[src/rtl/seq_mult_n.sv]
// seq_mult_n: parametrised sequential shift-add multiplier.
// Reuses a single N+1 bit adder over N cycles. Operands may be unsigned or
// two's-complement, selected per operation by TC. Signed operands are
// converted to magnitudes at start and the product sign is applied at the end.
//
// Ports:
//   clk    - system clock, all state updates on the rising edge
//   rst_n  - synchronous active-low reset
//   start  - request a multiply, honoured only while busy is low
//   TC     - 0: unsigned operands, 1: two's-complement operands
//   A, B   - multiplicand / multiplier (N bits), captured with start
//   P      - 2N-bit product register, held until the next completion
//   busy   - high while an operation is in progress
//   done   - one-cycle pulse, P is updated in the same cycle
module seq_mult_n #(
  parameter int unsigned N = 8
) (
  input  logic           clk,
  input  logic           rst_n,
  input  logic           start,
  input  logic           TC,
  input  logic [N-1:0]   A,
  input  logic [N-1:0]   B,
  output logic [2*N-1:0] P,
  output logic           busy,
  output logic           done
);

  localparam int unsigned CW = (N > 1) ? $clog2(N) : 1;

  typedef enum logic {
    IDLE,
    CALC
  } state_t;

  state_t           state_q;
  logic [N-1:0]     mcand_q;
  logic [2*N:0]     acc_q;    // [2N:N] partial sum, [N-1:0] remaining multiplier bits
  logic [CW-1:0]    cnt_q;
  logic             neg_q;
  logic [2*N-1:0]   p_q;
  logic             busy_q;
  logic             done_q;

  logic [N-1:0]     a_mag;
  logic [N-1:0]     b_mag;
  logic [N:0]       addend;
  logic [N:0]       sum;
  logic [2*N:0]     acc_d;
  logic [2*N-1:0]   prod_d;
  logic [2*N-1:0]   p_d;

  always_comb begin
    // Negating -2^(N-1) wraps back to itself, which read unsigned is 2^(N-1).
    a_mag  = (TC && A[N-1]) ? -A : A;
    b_mag  = (TC && B[N-1]) ? -B : B;
    addend = acc_q[0] ? {1'b0, mcand_q} : '0;
    sum    = acc_q[2*N:N] + addend;
    // Add-then-shift folded into one step: the multiplier LSB falls off the end.
    acc_d  = {1'b0, sum, acc_q[N-1:1]};
    prod_d = acc_d[2*N-1:0];
    p_d    = neg_q ? -prod_d : prod_d;
  end

  always_ff @(posedge clk) begin
    if (!rst_n) begin
      state_q <= IDLE;
      mcand_q <= '0;
      acc_q   <= '0;
      cnt_q   <= '0;
      neg_q   <= 1'b0;
      p_q     <= '0;
      busy_q  <= 1'b0;
      done_q  <= 1'b0;
    end else begin
      done_q <= 1'b0;
      case (state_q)
        IDLE: begin
          if (start) begin
            mcand_q <= a_mag;
            acc_q   <= {{(N+1){1'b0}}, b_mag};
            neg_q   <= TC & (A[N-1] ^ B[N-1]);
            cnt_q   <= '0;
            busy_q  <= 1'b1;
            state_q <= CALC;
          end
        end
        CALC: begin
          acc_q <= acc_d;
          cnt_q <= cnt_q + CW'(1);
          if (cnt_q == CW'(N - 1)) begin
            p_q     <= p_d;
            done_q  <= 1'b1;
            busy_q  <= 1'b0;
            state_q <= IDLE;
          end
        end
        default: state_q <= IDLE;
      endcase
    end
  end

  assign P    = p_q;
  assign busy = busy_q;
  assign done = done_q;

endmodule
[config.mk]
export PLATFORM = sky130hd
export DESIGN_NAME = seq_mult_n
export DESIGN_NICKNAME = d
export VERILOG_FILES = /design/src/rtl/seq_mult_n.sv
export SDC_FILE = /design/constraint.sdc
export NUM_CORES = 1
export LEC_CHECK = 0
export CAP_MARGIN = 20
export CORE_AREA = 2 2 114 116
export DETAILED_ROUTE_END_ITERATION = 16
export DIE_AREA = 0 0 116 118
export RECOVER_POWER = 25
export SLEW_MARGIN = 20
export SYNTH_ARGS = -nofsm -noshare
export SYNTH_HDL_FRONTEND = slang
export SYNTH_SLANG_ARGS = --single-unit
[constraint.sdc]
create_clock -name clk -period 4.2 [get_ports clk]
set_input_delay 0.63 -clock clk [delete_from_list [all_inputs] [get_ports clk]]
set_output_delay 0.63 -clock clk [all_outputs]
set_load 0.1 [all_outputs]
==> results.cfg, run 1 <==
[synthesis]
synth_cells = 336
synth_area_mm2 = 0.002808
synth_edf_count = 0
yosysWarnings = 0
yosysSeqAreaShare_pct = 33.51
synth_nets = 370
yosys_most_used_dff = dfxtp_1
ys_ff_latch = 47
synthArstFlopShare_pct = 0
synth_area_per_cell_um2 = 8.356
synth.distinct_cells = 55

[clock_tree]
cts_tree = built
cts_buffer_depth = 2
cts_hold_buf = 0
clk_pin_slew_ps = 60
clk_latency_ps = 290
clock-sinks = 47
cts.htree.levels = 2
post_cts_buffers = 0
cts_resized = 0
cts_buffers = 5
root_buffer = clkbuf_16

[drt]
dr.pass1.iters = 4
drtIter0Drc = 138
vias = 2384
ant_nets = 0
wirelength_mm = 6.334
vias_per_cell = 4.415
wire_per_inst_um = 11.73
drc = 0

[place]
place_inst = 531
gp_congestion = 0.7953
place_area_mm2 = 0.003333
io_buffer_count = 37
dpl.hpwl_mm = 4.890

[timing]
tightest_slew_ps = 1392
fmax_mhz = 317.6
final.min_clock_period_ps = 3148
tns_ps = 0
hold_viol = 0
slew_headroom_pct = 7.028
finalClockSkew_ps = 11.20
slew_viol_final = 0
fin_crit_sh_pct = 74.96
rsz0062_at_grt = false
setup_violations = 0

[global_route]
grtUsageTotal_pct = 9.792
antenna_found_initial = 0
grt_max_degree = 31
grt_pass1_vias = 2370
grt_pass1_wl_mm = 11.17
grt_overflow = 0

[final_layout]
drive_gt1_share_pct = 5.707
nFillCells = 1351
register_area_um2 = 940.9
stdcell_area_mm2 = 0.003475
multiInputGateArea_mm2 = 0.001739
finalNetCount = 401
mostFrequentLayoutCell = dfxtp_1
stdcell_count = 540
area_delta_synth_final_pct = 23.75
diodes = 0
final_cell_mix = dfxtp_1, nand2_1, clkdlybuf4s50_1

[floorplan]
die_h_um = 118
rows = 41
die-width_um = 116
initial_utilization_pct = 22.62
pin_count = 38
die_area_mm2 = 0.01369
core_mm2 = 0.01241

[critical_path]
cp-start-kind = primary input
path_class = primary input to flop
cp_max_fo = 30
arrival_ps = 3370
critPathCaptureType = flop
required_ps = 4420

[power]
power_switching_mw = 0.2752
p_leak_nw = 1.303
combinationalPowerShare_pct = 14.2
p_clk_share_pct = 38.8
powerDensity_mw_per_mm2 = 294.9
swShare_pct = 26.86
p_int_mw = 0.7494
total_power_mw = 1.025
sequentialPowerShare_pct = 47.0
max-vdd-ir-drop_v = 0.0001544

[min_path]
hold_class = flop to flop

[run_status]
status = finished, final reports clean

[run]
drv_cap = 0
Yosys cell counts (3+ instances only):
library cell | n | area, um2
clkbuf_1 | 13 | 48.80
ha_1 | 13 | 162.7
nor3b_1 | 12 | 90.09
nand3_1 | 11 | 55.05
mux2i_1 | 4 | 40.04
dfxtp_1 | 47 | 940.9
a21oi_1 | 21 | 105.1
a311oi_1 | 3 | 26.28
and2_1 | 9 | 56.30
a21boi_0 | 4 | 30.03
o211a_1 | 5 | 50.05
nand2_1 | 38 | 142.6
xnor2_1 | 8 | 70.07
nor2b_1 | 20 | 125.1
o31ai_1 | 3 | 22.52
o21bai_1 | 3 | 22.52
xor2_1 | 16 | 140.1
o21ai_0 | 22 | 110.1
nor3_1 | 6 | 30.03
inv_1 | 9 | 33.78
nor2_1 | 17 | 63.81
or3_1 | 5 | 31.28
a211oi_1 | 5 | 37.54
a31oi_1 | 4 | 25.02
kinds of logic (layout without fill, tap and decap cells):
| kind of cell | count (synthesis) | in the layout | synth area share (%) |
|---|---|---|---|
| mux | 4 | 4 | 1.426 |
| simple gates | 130 | 130 | 24.69 |
| flops | 47 | 47 | 33.51 |
| buf+inv | 27 | 59 | 4.411 |
| compound gates | 90 | 90 | 21.97 |
| fa+ha+maj | 14 | 14 | 6.506 |
| xor+xnor | 24 | 24 | 7.487 |
power by group through the flow:
stage               Clock [mW]  Sequential [mW]  Combinational, mW
CTS                      0.412            0.482              0.148
floorplan                    0            0.485              0.107
global route             0.430            0.484              0.165
detailed placement           0            0.492              0.148
global placement             0            0.491              0.144
finish                   0.397            0.481              0.146
routing by layer:
metal / vias to the layer above / share of wire, % / global-route usage [%]
met5: - / 0 / 0
met4: 0 / 1.1 / 2.381
met3: 8 / 4.6 / 1.699
met2: 50 / 43 / 15.75
met1: 1077 / 51 / 13.52
li1: 1249 / - / -
worst paths after layout:
path	startpoint	endpoint	slack (ps)	cells past startpoint
setup / recovery	rst_n	P[15]	1050	5
hold / removal	P[14]	P[14]	450	2
setup reg to reg	acc_q[0]	P[14]	1550	9
hold reg to reg	P[14]	P[14]	450	2
state kept, by name, indices dropped and copies added (netlist names):
name / cells
done: 1
acc_q: 16
neg_q: 1
state_q: 1
cnt_q: 3
mcand_q: 8
P: 16
busy: 1
final cells by class:
| type | count | share of cell area (%) |
|---|---|---|
| timing repair buffer | 42 | 11.42 |
| tap | 172 | 6.194 |
| inverter | 9 | 0.9723 |
| sequential | 47 | 27.08 |
| clock inverter | 3 | 0.6842 |
| multi-input combinational | 262 | 50.05 |
| clock buffer | 5 | 3.601 |
critical path, stage by stage:
cell and delay (ps):
clkdlybuf4s50_1 450, clkbuf_1 800, a21boi_1 1180, a32oi_1 130
nand3_1 170
through the flow:
stage / hold WS (ps) / utilization [%] / worst slack [ps]
after floorplan: 430.5 / - / 1848
after global placement: 441.3 / 26.85 / 1628
after detailed placement: 444.3 / 26.85 / 1499
after CTS: 454.6 / 28.05 / 1546
after global routing: 478.5 / 27.99 / 683.1
final: 453.8 / 27.99 / 1052
Power figures use the tool's default switching activity.
==> inputs of run 2 (changes only) <==
clock period = 3.3 ns   (was 4.2 ns; I/O delays follow)
==> run 2 against run 1 <==
Register-to-register slack worse by 920 ps. Sequential cell count is the same. Critical path depth unchanged. Non-clock buffer count increased by 1. Critical path type unchanged.
==> results.cfg, run 2 (synthesis gave the netlist of run 1 again) <==
[final_layout]
finalNetCount = 402
diodes = 0
drive_gt1_share_pct = 6.775
mostFrequentLayoutCell = dfxtp_1
nFillCells = 1361
final_cell_mix = dfxtp_1, nand2_1, clkdlybuf4s50_1
stdcell_area_mm2 = 0.003487
area_delta_synth_final_pct = 24.20

[global_route]
grt_pass1_wl_mm = 10.69
grt_pass1_vias = 2273
antenna_found_initial = 0
grt_max_degree = 41
grtUsageTotal_pct = 9.393
grt_overflow = 0

[power]
max-vdd-ir-drop_v = 0.0001811
p_leak_nw = 1.314
powerDensity_mw_per_mm2 = 374.5

[clock_tree]
cts_hold_buf = 0
cts_tree = built
clk_pin_slew_ps = 60
cts_resized = 0
cts_buffer_depth = 2
post_cts_buffers = 0
clk_latency_ps = 290
cts_buffers = 5
root_buffer = clkbuf_16
cts.htree.levels = 2
clock-sinks = 47

[timing]
tns_ps = 0
slew_viol_final = 0
hold_viol = 0
fin_crit_sh_pct = 80.76
slew_headroom_pct = 20.43
setup_violations = 0
final.min_clock_period_ps = 2665
tightest_slew_ps = 1199
fmax_mhz = 375.2
finalClockSkew_ps = 6.208
rsz0062_at_grt = false

[drt]
vias_per_cell = 4.451
drc = 0
drtIter0Drc = 98
wire_per_inst_um = 11.80
wirelength_mm = 6.385
dr.pass1.iters = 4
vias = 2408
ant_nets = 0

[min_path]
hold_class = flop to flop

[place]
place_area_mm2 = 0.003346
gp_congestion = 0.8368
dpl.hpwl_mm = 4.928
io_buffer_count = 37

[floorplan]
rows = 41
die_h_um = 118
die-width_um = 116
die_area_mm2 = 0.01369
pin_count = 38
core_mm2 = 0.01241
initial_utilization_pct = 22.62

[critical_path]
path_class = primary input to flop
cp_max_fo = 30
cp-start-kind = primary input
required_ps = 3530
arrival_ps = 2890
critPathCaptureType = flop

[run_status]
status = finished, final reports clean

[run]
drv_cap = 0
## run 2: metal layers
layer / vias to the layer above / part of all wire, % / track usage (%)
li1: 1252 / - / -
met3: 8 / 4.9 / 1.751
met2: 57 / 43 / 14.69
met4: 0 / 1.4 / 2.902
met1: 1091 / 51 / 13.00
met5: - / 0 / 0
## run 2: metrics by stage
stage | power (mW) | util, % | hold WS, ps | std cells | setup slack, ps
floorplan | 0.7532 | - | 430.5 | 336 | 948.4
global placement | 0.8103 | 26.95 | 445.4 | 533 | 823.3
detailed placement | 0.8163 | 26.95 | 444.3 | 533 | 651.2
CTS | 1.325 | 28.15 | 454.0 | 541 | 639.2
global route | 1.370 | 28.09 | 484.4 | 541 | 344.5
finish | 1.306 | 28.09 | 451.7 | 541 | 635.0
## run 2: final cells by class
type,instances,area (um2),area share [%]
clock buffer,5,125.1,3.588
sequential,47,940.9,26.98
multi-input combinational,262,1743,49.98
clock inverter,3,23.77,0.6817
timing repair buffer,43,405.4,11.63
tap,172,215.2,6.172
inverter,9,33.78,0.9688
## run 2: where the power goes
part	leakage, nW	switching (mW)	internal (mW)
registers	0.382	0.0223	0.586
clock network	0.0664	0.222	0.283
logic	0.865	0.107	0.0857
## run 2: worst max-delay path: stages
cell and delay (ps):
dlygate4sd3_1 520, clkbuf_1 810, a21boi_2 810, a32oi_1 120
nand3_1 130
## run 2: path summary, 6_finish.rpt
check | startpoint | endpoint | slack (ps) | cells past startpoint
min reg2reg | P[6] | P[6] | 450 | 2
max reg2reg | acc_q[0] | P[14] | 630 | 9
min | P[6] | P[6] | 450 | 2
max | rst_n | P[15] | 630 | 5
==> inputs of run 3 (changes only) <==
clock period = 2.61 ns   (was 3.3 ns; I/O delays follow)
==> run 3 against run 2 <==
Non-clock buffer count up 4. Worst setup slack worse by 480 ps. Hold slack worse by 5.7 ps. Critical path depth up 4. Combinational power up 31%. Power up 26%. Utilization down 0.12 points. Clock power up 22%. Sequential share of layout area up 0.22 points. Clock skew down 2.6 ps. Cell area down 0.43%.
==> results.cfg, run 3 (synthesis gave the netlist of run 1 again) <==
[critical_path]
slowest_delay_ps = 480
path_class = flop to flop
crit_buf_inv = 0
timing.rr.end = P[14]
r2r_start = acc_q[0]
required_ps = 2780
arrival_ps = 2620
cp_top_family = adder cells
r2r_setup_slack_ps = 160
cp-startpoint = acc_q[0]
cp_max_fo = 9
cp-start-kind = flop
crit_chain = and2_1 > ha_2 > fa_2 > nor3_4 > nand4_1 > o21bai_2 > o41ai_2 > xor2_1 > o21ai_1
critPathSlowestCell = fa_2
r2r.worst_path.cells = 9
critPathCaptureType = flop

[clock_tree]
clock-sinks = 47
cts_buffers = 5
cts.htree.levels = 2
cts_tree = built
clk_pin_slew_ps = 60
root_buffer = clkbuf_16
post_cts_buffers = 0
clk_latency_ps = 280
cts_buffer_depth = 2

[run]
drv_cap = 0

[power]
p_leak_nw = 1.323
max-vdd-ir-drop_v = 0.0002178
powerDensity_mw_per_mm2 = 472.1
total_power_mw = 1.639

[global_route]
grt_max_degree = 28
grt_overflow = 0
grtUsageTotal_pct = 9.491
grt_pass1_vias = 2289
grt_pass1_wl_mm = 10.85
antenna_found_initial = 0

[floorplan]
core_mm2 = 0.01241
die_h_um = 118
pin_count = 38
rows = 41
die-width_um = 116
die_area_mm2 = 0.01369
initial_utilization_pct = 22.62

[drt]
ant_nets = 0
wire_per_inst_um = 11.88
drc = 0
vias_per_cell = 4.467
vias = 2430
wirelength_mm = 6.461
dr.pass1.iters = 4
drtIter0Drc = 114

[timing]
setup_violations = 0
rsz0062_at_grt = false
slew_viol_final = 0
fin_crit_sh_pct = 93.95
tns_ps = 0
hold_viol = 0
timing.final.ws_setup_ps = 158.0
fmax_mhz = 407.8
final.min_clock_period_ps = 2452
slew_headroom_pct = 21.29
tightest_slew_ps = 1186
finalClockSkew_ps = 3.585

[place]
io_buffer_count = 37
dpl.hpwl_mm = 5.091
pre_cts_ws_ps = 85.47
gp_congestion = 0.8508

[final_layout]
final_cell_mix = dfxtp_1, nand2_1, o21ai_0
finalNetCount = 406
nFillCells = 1361
drive_gt1_share_pct = 10.48
mostFrequentLayoutCell = dfxtp_1
diodes = 0
multiInputGateArea_mm2 = 0.001794
register_area_um2 = 944.7
area_delta_synth_final_pct = 23.66

[min_path]
min_to = P[14]
hold_class = flop to flop
hold_path_depth = 2
worstHoldStart = P[14]

[run_status]
status = finished, final reports clean
## run 3: routing by layer
metal  share of wire (%)  track usage (%)  up-vias
met4                0.65            2.083        0
met5                   0                0        -
met1                  50            13.20     1121
li1                    -                -     1259
met2                  44            14.99       46
met3                 4.7            2.060        4
## run 3: final cells by class
| type | count | area share [%] |
|---|---|---|
| Multi-Input combinational cell | 262 | 51.68 |
| Sequential cell | 47 | 27.21 |
| Timing Repair Buffer | 47 | 9.802 |
| Tap cell | 172 | 6.198 |
| Clock buffer | 6 | 4.000 |
| Inverter | 9 | 0.9730 |
| Clock inverter | 1 | 0.1441 |
## run 3: through the flow
stage | std cells | instance area (um2) | hold slack, ps | utilization (%)
after CTS | 544 | 3477 | 452.8 | 28.01
final | 544 | 3472 | 446.0 | 27.97
after global routing | 544 | 3472 | 467.7 | 27.97
after detailed placement | 537 | 3333 | 443.9 | 26.85
after floorplan | 336 | 2808 | 430.5 | -
after global placement | 537 | 3333 | 448.0 | 26.85
## run 3: how the worst max path moves through the flow
stage	slack (ps)	end	depth (start not counted)
global route	1	P[14]	9
finish	160	P[14]	9
detailed placement	90	P[14]	9
floorplan	260	P[14]	9
CTS	70	P[14]	9
global placement	130	P[14]	9
## run 3: worst reg2reg max path, cell delays in order (launching register included)
cell      delay (ps)
dfxtp_4          370
and2_1           150
ha_2             200
fa_2             480
nor3_4           160
nand4_1          130
o21bai_2         240
o41ai_2          370
xor2_1           180
o21ai_1           60
## run 3: where the power goes
part | internal (mW) | switching (mW) | leakage (nW)
Sequential | 0.741 | 0.0327 | 0.383
Clock | 0.373 | 0.241 | 0.0727
Combinational | 0.118 | 0.134 | 0.868
## run 3: repair_timing
action | in CTS | in global routing
hold buffers | 0 | 0
setup endpoints to repair | 0 | 5
resized for setup | 0 | 11
==> RTL edit, RTL diff (flow settings as in run 3) <==
Reset style: asynchronous (`rst_n`), changed in one clocked block. Comments in the files are not updated.
--- a/src/rtl/seq_mult_n.sv
+++ b/src/rtl/seq_mult_n.sv
@@ -64,3 +64,3 @@
 
-  always_ff @(posedge clk) begin
+  always_ff @(posedge clk or negedge rst_n) begin
     if (!rst_n) begin
Formal check against the unedited RTL: differs if rst_n is asserted again (counterexample within 4 cycles, from zero or initial values and one cycle with rst_n low); with rst_n held inactive, the same outputs for 4 cycles.
==> RTL edit against run 3 <==
The run now ends with negative setup slack left. Final area up 2.8%. Synthesized cell count down 9.8%. Wire length up 4.0%. Synthesized area down 3.1%. Setup slack worse by 170 ps. Sequential cell count unchanged. Largest cell class unchanged.
Power is not compared: it rests on default switching activity, and its combinational part moved more than twofold at a synthesized area within 25%.
==> RTL edit: results (changes against run 3) <==
Final setup viols - 1 (+1)
first-pass GRT wire length - 11000 µm (+1.5%)
number of warnings issued by yosys - 0 (unchanged)
hold slack - 412 ps (-33.5 ps)
Area contributors post-synth - dfrtp_1 (43%), o21ai_0 (8.6%), nand2_1 (6.5%)
sequential element share of the synthesized area - 0.432 (+0.0973)
total track usage - 0.100 (+0.00505)
worst setup margin - -9.71 ps (-168 ps)
Post-synth top cells - dfrtp_1 (47), nand2_1 (47), o21ai_0 (47)
placed cell area - 3330 µm² (-0.19%)
largest fanout on the critical path - 6 (-3)
initial drt markers - 132 (+16%)
TNS Setup - -9.71 ps (-9.71 ps)
Adder-Cell Fraction of Synth Area - 0.0672 (+0.00209)
nets - 386 (-4.9%)
Synth Area in Compound Gates - 0.197 (-0.0228)
vias in the first global route - 2283 (-0.26%)
post-synthesis cell count - 303 (-9.8%)
Post-Syn Nets - 337 (-8.9%)
CP endpoint - P[14]$_DFFE_PN0P_
H-tree levels - 2 (unchanged)
Synth Flop Type - dfrtp_1
share of cells above drive strength 1 - 0.170 (+0.0651)
Non-Filler Instances - 525 (-3.5%)
asr flop ratio synth - 1.00 (+1.00)
Rel. slew slack - 0.0691 (-0.144)
Routed WL - 6720 µm (+4.0%)
GPL Wtd Cong - 0.780 (-8.3%)
vias per inst - 4.43 (-0.77%)
violated checks - negative setup slack
crit path DAT - 2790 ps (+170 ps)
status - complete, but fails checks
HPWL Detailed - 5190 µm (+1.9%)
mux contribution to synthesized area - 0.0110 (-0.00322)
Yosys cell types - 38 (-31%)
Place WS - -22.4 ps (-108 ps)
Clock Skew - 6.89 ps (+3.30 ps)
fill cell count - 1337 (-1.8%)
Post-Synth XOR/XNOR Area - 0.0805 (+0.00563)
Placed Cells - 514 (-4.3%)
largest net degree at the start of global routing - 27 (-3.6%)
FF-to-FF Start - acc_q[0]$_DFFE_PN0P_
worst hold path class - in2async
## RTL edit: cell types whose count changed after synthesis, moves of 3 or more
cell and delta:
a21oi_1 -14, dfrtp_1 +47, a211oi_1 -5, nand2_1 +9, o21bai_1 -3, a22o_1 +8
a311oi_1 -3, inv_1 +5, dfxtp_1 -47, a21boi_0 -4, nor2b_1 -20, o211a_1 -5
nor3b_1 -11, o21ai_0 +25
## RTL edit: per-layer routing
layer	track usage	vias to the layer above	routed length (µm)
met2	0.156	50	3070
met4	0.0454	0	142
met1	0.130	1121	3190
met3	0.0237	10	310
li1	-	1146	-
met5	0	-	0
## RTL edit: where the power goes
part / internal [W] / switching, W
combinational: 0.000910 / 0.00172
clock: 0.000476 / 0.000270
sequential: 0.00104 / 0.000273
total: 0.00243 / 0.00226
## RTL edit: critical path, stage by stage, from the launching register on
cell	delay, ps
dfrtp_1	410
and2_4	160
ha_4	150
fa_2	360
xor2_2	160
or3_1	330
a2111o_1	380
o31ai_2	290
xor2_1	170
o21ai_1	80
## RTL edit: repair_timing
action / CTS / global route
pin swaps: 2 / 6
endpoints found under the setup margin: 2 / 4
gates resized for setup: 1 / 9
buffers inserted: 0 / 3
hold endpoints to repair: 0 / 0
## RTL edit: layout make-up
cell class / instances / area [µm²] / share of cell area
tap: 172 / 215 / 0.0603
clock inverter: 2 / 35.0 / 0.00982
multi-input combinational: 230 / 1510 / 0.422
sequential: 47 / 1180 / 0.330
inverter: 14 / 52.6 / 0.0147
clock buffer: 6 / 139 / 0.0389
timing repair buffer: 54 / 444 / 0.124
